## config.mk

```make
export PLATFORM = sky130hd
export DESIGN_NAME = seri_par_ctrl
export DESIGN_NICKNAME = d
export VERILOG_FILES = /design/src/rtl/seri_par_ctrl.sv
export SDC_FILE = /design/constraint.sdc
export NUM_CORES = 1
export LEC_CHECK = 0
export CAP_MARGIN = 20
export CORE_AREA = 10 10 49 51
export DETAILED_ROUTE_END_ITERATION = 10
export DIE_AREA = 0 0 59 61
export HOLD_SLACK_MARGIN = 0.15
export PLACE_DENSITY = 0.82
export SYNTH_ARGS = -nofsm -noshare
export SYNTH_HDL_FRONTEND = slang
export SYNTH_SLANG_ARGS = --single-unit
```

## constraint.sdc

```tcl
create_clock -name ck -period 2.8 [get_ports ck]
set_input_delay 0.42 -clock ck [delete_from_list [all_inputs] [get_ports ck]]
set_output_delay 0.42 -clock ck [all_outputs]
set_load 0.05 [all_outputs]
```

## src/rtl/seri_par_ctrl.sv

```systemverilog
// Serial-to-parallel frame controller: collects WIDTH qualified bits (MSB first)
// into a registered word and holds it under a valid/ready handshake.
module seri_par_ctrl #(
  parameter int WIDTH = 4
) (
  input  logic             ck,
  input  logic             res,
  input  logic             start,
  input  logic             en,
  input  logic             si,
  input  logic             abort,
  input  logic             ready,
  output logic [WIDTH-1:0] q,
  output logic             valid,
  output logic             busy,
  output logic             ovf
);
  // state | meaning
  // IDLE  | waiting for start
  // SHIFT | collecting qualified serial bits
  // DONE  | q holds a complete frame awaiting ready
  typedef enum logic [1:0] {IDLE, SHIFT, DONE} state_t;

  localparam int CW = $clog2(WIDTH) + 1;
  localparam logic [CW-1:0] LAST = CW'(WIDTH - 1);

  state_t           state, state_nx;
  logic [CW-1:0]    cnt, cnt_nx;
  logic [WIDTH-1:0] sr, sr_nx, q_nx, shifted;
  logic             ovf_nx;

  assign shifted = {sr[WIDTH-2:0], si};

  always_comb begin
    state_nx = state;
    cnt_nx   = cnt;
    sr_nx    = sr;
    q_nx     = q;
    ovf_nx   = ovf;
    case (state)
      IDLE: begin
        if (start) begin
          state_nx = SHIFT;
          cnt_nx   = '0;
          sr_nx    = '0;
        end
      end
      SHIFT: begin
        // abort wins over a qualified bit, even the last one
        if (abort) begin
          state_nx = IDLE;
          cnt_nx   = '0;
        end else if (en) begin
          sr_nx = shifted;
          if (cnt == LAST) begin
            q_nx     = shifted;
            state_nx = DONE;
            cnt_nx   = '0;
          end else begin
            cnt_nx = cnt + 1'b1;
          end
        end
      end
      DONE: begin
        if (ready) begin
          if (start) begin
            state_nx = SHIFT;
            cnt_nx   = '0;
            sr_nx    = '0;
          end else begin
            state_nx = IDLE;
          end
        end else if (start) begin
          ovf_nx = 1'b1;
        end
      end
      default: begin
        state_nx = IDLE;
        cnt_nx   = '0;
      end
    endcase
  end

  // busy/valid are registered from the next state so outputs never decode glitches
  always_ff @(posedge ck or negedge res) begin
    if (!res) begin
      state <= IDLE;
      cnt   <= '0;
      sr    <= '0;
      q     <= '0;
      ovf   <= 1'b0;
      valid <= 1'b0;
      busy  <= 1'b0;
    end else begin
      state <= state_nx;
      cnt   <= cnt_nx;
      sr    <= sr_nx;
      q     <= q_nx;
      ovf   <= ovf_nx;
      valid <= (state_nx == DONE);
      busy  <= (state_nx == SHIFT);
    end
  end

endmodule

```

==> impl_metrics.json, run 1 <==
{
  "hp-start": "ovf",
  "ys_ff_latch": 15,
  "cp-startpoint": "ovf",
  "critPathLaunchType": "flop",
  "place_ws_ps": 975,
  "slowest_delay_ps": 810,
  "synth_enable_flop_cells": 0,
  "clock-root-buffer": "clkbuf_4",
  "ys_seq_area_share_pct": 52.6,
  "synth_area_leaders": "dfrtp_1 53%, mux2_4 8.4%, mux2i_1 4.2%, nand2_1 3.2%, a22oi_4 3.0%",
  "synthTopCellsByCount": "15 x dfrtp_1, 6 x nand2_1, 5 x inv_1",
  "tns_ps": 0,
  "yosysWarningCount": 0,
  "yosysMostFrequentCell": "dfrtp_1",
  "fin_crit_sh_pct": 66.6,
  "htree_levels": 1,
  "vdd_ir_drop_max_uv": 346,
  "cp.depth": 1,
  "final_antenna_net_count": 0,
  "setup-violations-final": 0,
  "coreArea_mm2": 0.00147,
  "clkLatencyLatePin_ps": 280,
  "critical_path_class": "reg -> out",
  "area_growth_pct": 24.7,
  "critPathTopFamily": "buffers and inverters",
  "fin_crit_ps": 1870,
  "worstPathRequired_ps": 2380,
  "r2r-start": "cnt[0]",
  "gp_congestion": 0.660,
  "ff2ff_path_depth": 4,
  "grt_max_degree": 16,
  "place_inst": 86,
  "avgSynthCellArea_um2": 12.5,
  "fin_ws_ps": 934,
  "antenna_found_initial": 0,
  "dp_hpwl_um": 1020,
  "die_area_mm2": 0.00360,
  "die_w_um": 59,
  "clkTransAtPathRegs_ps": 90,
  "maxSlewViolCount": 0,
  "powerDensity_mw_per_mm2": 521,
  "status": "complete, no violations",
  "whs_ps": 475,
  "start_util_pct": 48.5,
  "ys.flop_type": "dfrtp_1",
  "drc": 0,
  "viasPerCell": 5.38,
  "rsz0062_at_grt": "false",
  "skew_ps": 3.94,
  "cts_buffers": 3,
  "drt_pass1_iterations": 3,
  "cts_resized": 0,
  "fmax_mhz": 536,
  "grt.total_usage_pct": 8.20,
  "cp_slowest_cell": "clkdlybuf4s50_1",
  "finalNonFillerCells": 90,
  "grt_pass1_vias": 503,
  "end_kind": "primary output",
  "die_h_um": 61,
  "yosys.area.top_type": "dfrtp_1",
  "grt_pass1_wl_um": 2290,
  "drt_iter0_markers": 3,
  "hold_buffers": 0,
  "p_leak_nw": 0.412,
  "cp_max_fo": 2,
  "antenna_cells": 0,
  "max_slew_margin_pct": 55.8,
  "tightest_slew_ps": 662,
  "syn_area_um2": 713,
  "hold_path.class": "reg -> reg",
  "clock_sinks": 15,
  "syn_inst": 57,
  "io_buffers": 13,
  "critPathBufInv": 1,
  "route.detailed.wl_per_inst_um": 14.3,
  "fin_total_pwr_mw": 0.464,
  "postRouteWirelength_um": 1290,
  "hold_violations": 0,
  "drive_above_1_share_pct": 16.2,
  "maxCapViolCount": 0,
  "hold-path-cell-count": 1,
  "row_count": 14,
  "cts_setup_buffers": 0,
  "nets": 83,
  "yosysUniqueCellTypes": 20,
  "path_cells": "clkdlybuf4s50_1",
  "cts_tree": "done",
  "clockBufferDepth": 2,
  "synthesis.nets": 65,
  "yosysTopAreaCellShare_pct": 52.6,
  "grt_overflow_total": 0,
  "ys_async_sr_fraction_pct": 100,
  "worst_ep_arrival_time_ps": 1450,
  "num_io_pins": 14,
  "vias": 484
}
-- layer usage --
layer	GRT usage, %	vias up	share of wire, %
li1	-	232	-
met1	9.83	234	45
met2	12.2	14	46
met3	3.76	4	8.0
met4	3.93	0	1.4
met5	0	-	0
-- placed cells by master, fill, tap and decap left out, types with 3 or more instances in the layout --
master and n:
clkdlybuf4s50_1 13, clkbuf_4 3, inv_1 5, mux2_4 4, nor2b_1 3, nand2_1 6
mux2i_1 3, dfrtp_1 15
-- path summary, 6_finish.rpt --
check	endpoint	slack [ps]
worst max-delay path	ovf	930
worst min-delay path	ovf	480
worst max register to register	q[2]	1360
worst min register to register	ovf	480
max in group asynchronous	q[3]	1840
min in group asynchronous	q[1]	540
-- stage by stage --
stage | area (um2) | utilization, %
6_report | 890 | 60.5
5_1_grt | 890 | 60.5
4_1_cts | 890 | 60.5
3_5_place_dp | 863 | 58.7
3_3_place_gp | 863 | 58.7
2_1_floorplan | 713 | -
-- state kept, by name, summed over array words and instances (netlist names) --
| register | flops |
|---|---|
| sr | 3 |
| valid | 1 |
| state | 2 |
| ovf | 1 |
| q | 4 |
| cnt | 3 |
| busy | 1 |
-- cell type report --
| class | instances | area, um2 |
|---|---|---|
| Multi-Input combinational cell | 37 | 319 |
| Fill cell | 136 | 582 |
| Clock buffer | 4 | 26.3 |
| Timing Repair Buffer | 13 | 130 |
| Inverter | 5 | 18.8 |
| Tap cell | 16 | 20.0 |
| Sequential cell | 15 | 375 |
-- cell families (layout without fill, tap and decap cells) --
group / after synthesis / after routing / share of synthesized area, %
adders and majority gates: 1 / 1 / 1.75
and+or+nand+nor: 19 / 19 / 18.2
buffers and inverters: 5 / 22 / 2.63
muxes: 7 / 7 / 12.6
DFF: 15 / 15 / 52.6
AOI/OAI and AO/OA: 10 / 10 / 12.1
-- power breakdown --
part	leakage, nW	switching (mW)	total [mW]	internal, mW
clock	0.0150	0.0659	0.121	0.0552
combinational	0.195	0.0521	0.0949	0.0428
sequential	0.203	0.0135	0.248	0.234
total	0.412	0.131	0.464	0.332
No activity file was read; power rests on OpenSTA's default activity.
==> run 2, diff against run 1 <==
--- a/config.mk
+++ b/config.mk
@@ -6,11 +6,11 @@
 export NUM_CORES = 1
 export LEC_CHECK = 0
 export CAP_MARGIN = 20
-export CORE_AREA = 10 10 49 51
+export CORE_AREA = 10 10 50 52
 export DETAILED_ROUTE_END_ITERATION = 10
-export DIE_AREA = 0 0 59 61
+export DIE_AREA = 0 0 60 62
 export HOLD_SLACK_MARGIN = 0.15
-export PLACE_DENSITY = 0.82
+export PLACE_DENSITY = 0.79
 export SYNTH_ARGS = -nofsm -noshare
 export SYNTH_HDL_FRONTEND = slang
 export SYNTH_SLANG_ARGS = --single-unit
==> constraint.sdc (replaced) <==
create_clock -name ck -period 1.9 [get_ports ck]
set_input_delay 0.285 -clock ck [delete_from_list [all_inputs] [get_ports ck]]
set_output_delay 0.285 -clock ck [all_outputs]
set_load 0.05 [all_outputs]
==> run 2 against run 1 <==
Clock skew down 3.0 ps. Clock power rose by 49%. Utilization decreased by 5.2 points. Register-to-register slack lost 890 ps. Sequential power increased by 47%. Global-route usage down 0.29 points. Critical path depth unchanged. Worst setup slack worse by 780 ps. Clock-buffer cell count decreased by 1. Largest cell class unchanged. Power up 48%. Sequential share of layout area fell by 0.12 points. Critical endpoint is now q[3]. First-iteration DRC count down 67%.
==> impl_metrics.json, run 2 (synthesized netlist as in run 1, its figures left out) <==
{
  "status": "complete, no violations",
  "reg_top3": "q x4, cnt x3, sr x3",
  "drive_above_1_share_pct": 17.6,
  "fin_crit_ps": 1750,
  "clock-root-buffer": "clkbuf_4",
  "route.detailed.wl_per_inst_um": 14.3,
  "place_inst": 87,
  "hold_violations": 0,
  "critical_path_class": "reg -> out",
  "drt_pass1_iterations": 3,
  "clockBufferDepth": 2,
  "max_slew_margin_pct": 57.2,
  "p_int_mw": 0.486,
  "rsz0062_at_grt": "false",
  "nets": 83,
  "postRouteWirelength_um": 1300,
  "die_area_mm2": 0.00372,
  "cts_setup_buffers": 0,
  "final_cell_mix": "15 x dfrtp_1, 13 x clkdlybuf4s50_1, 6 x nand2_1",
  "grt.total_usage_pct": 7.91,
  "fmax_mhz": 572,
  "critPathTopFamily": "buffers and inverters",
  "powerDensity_mw_per_mm2": 769,
  "design_area_um2": 892,
  "vdd_ir_drop_max_uv": 253,
  "setup-violations-final": 0,
  "io_buffers": 13,
  "gp_congestion": 0.732,
  "hold_buffers": 0,
  "largest_register_ffs": 4,
  "worstPathRequired_ps": 1620,
  "final_core_util_pct": 55.3,
  "cts_buffers": 3,
  "grt_max_degree": 16,
  "dpl_cell_area_um2": 865,
  "seq_area_um2": 375,
  "slowest_delay_ps": 810,
  "worst_ep_arrival_time_ps": 1460,
  "drt_iter0_markers": 1,
  "antenna_cells": 0,
  "antenna_found_initial": 0,
  "seq_power_share_pct": 53.2,
  "finalNonFillerCells": 91,
  "sw_frac_of_total_pct": 29.1,
  "cp_slowest_cell": "clkdlybuf4s50_1",
  "drc": 0,
  "num_io_pins": 14,
  "skew_ps": 0.941,
  "grt_pass1_vias": 496,
  "tns_ps": 0,
  "fillerInstances": 134,
  "critPathBufInv": 1,
  "clkTransAtPathRegs_ps": 90,
  "end_kind": "primary output",
  "dp_hpwl_um": 1050,
  "multiInputGateArea_um2": 319,
  "critPathLaunchType": "flop",
  "pwr-share-comb_pct": 20.6,
  "top_register": "q",
  "final_antenna_net_count": 0,
  "cts_tree": "done",
  "clock_sinks": 15,
  "final_common_cell": "dfrtp_1",
  "p_leak_nw": 0.415,
  "fin_crit_sh_pct": 92.1,
  "die_w_um": 60,
  "switchingPower_mw": 0.200,
  "die_h_um": 62,
  "htree_levels": 1,
  "coreArea_mm2": 0.00161,
  "cp_max_fo": 2,
  "clkLatencyLatePin_ps": 280,
  "tightest_slew_ps": 640,
  "maxCapViolCount": 0,
  "path_cells": "clkdlybuf4s50_1",
  "grt_pass1_wl_um": 2310,
  "vias": 464,
  "row_count": 15,
  "start_util_pct": 44.2,
  "pwr-share-clk_pct": 26.2,
  "cts_resized": 0,
  "grt_overflow_total": 0,
  "area_growth_pct": 25.1,
  "viasPerCell": 5.10,
  "hold_path.class": "in -> async",
  "maxSlewViolCount": 0
}
[run 2: metrics by stage]
| step | setup slack [ps] | hold slack, ps | power (mW) |
|---|---|---|---|
| floorplan | 573 | -10.6 | 0.462 |
| global placement | 260 | 440 | 0.508 |
| detailed placement | 227 | 446 | 0.515 |
| CTS | 131 | 411 | 0.694 |
| global route | 96.3 | 439 | 0.726 |
| finish | 151 | 396 | 0.686 |
[run 2: final timing paths]
kind,start,depth (start not counted),to,slack [ps]
worst max register to register,cnt[0],4,q[3],470
worst min register to register,ovf,1,ovf,470
worst max-delay path,q[3],1,q[3],150
worst min-delay path,res,1,busy,400
min in group ck,ovf,1,ovf,470
max in group asynchronous,res,1,q[0],1100
[run 2: power groups by stage]
stage	Sequential (mW)	Combinational, mW	Clock, mW
floorplan	0.391	0.0701	0
global placement	0.370	0.139	0
detailed placement	0.372	0.143	0
CTS	0.365	0.144	0.185
global route	0.371	0.156	0.200
finish	0.365	0.141	0.180
[run 2: routing by layer]
metal  track usage (%)  up-vias  part of all wire [%]
li1                  -      232                     -
met1              9.74      219                    45
met2              12.2       11                    46
met3              1.83        2                   7.6
met4              4.81        0                   1.5
met5                 0        -                     0
[run 2: final cells by class]
type | count | area share [%]
Sequential cell | 15 | 42.1
Timing Repair Buffer | 13 | 14.6
Clock inverter | 1 | 0.561
Clock buffer | 3 | 2.52
Inverter | 5 | 2.10
Multi-Input combinational cell | 37 | 35.8
Tap cell | 17 | 2.38
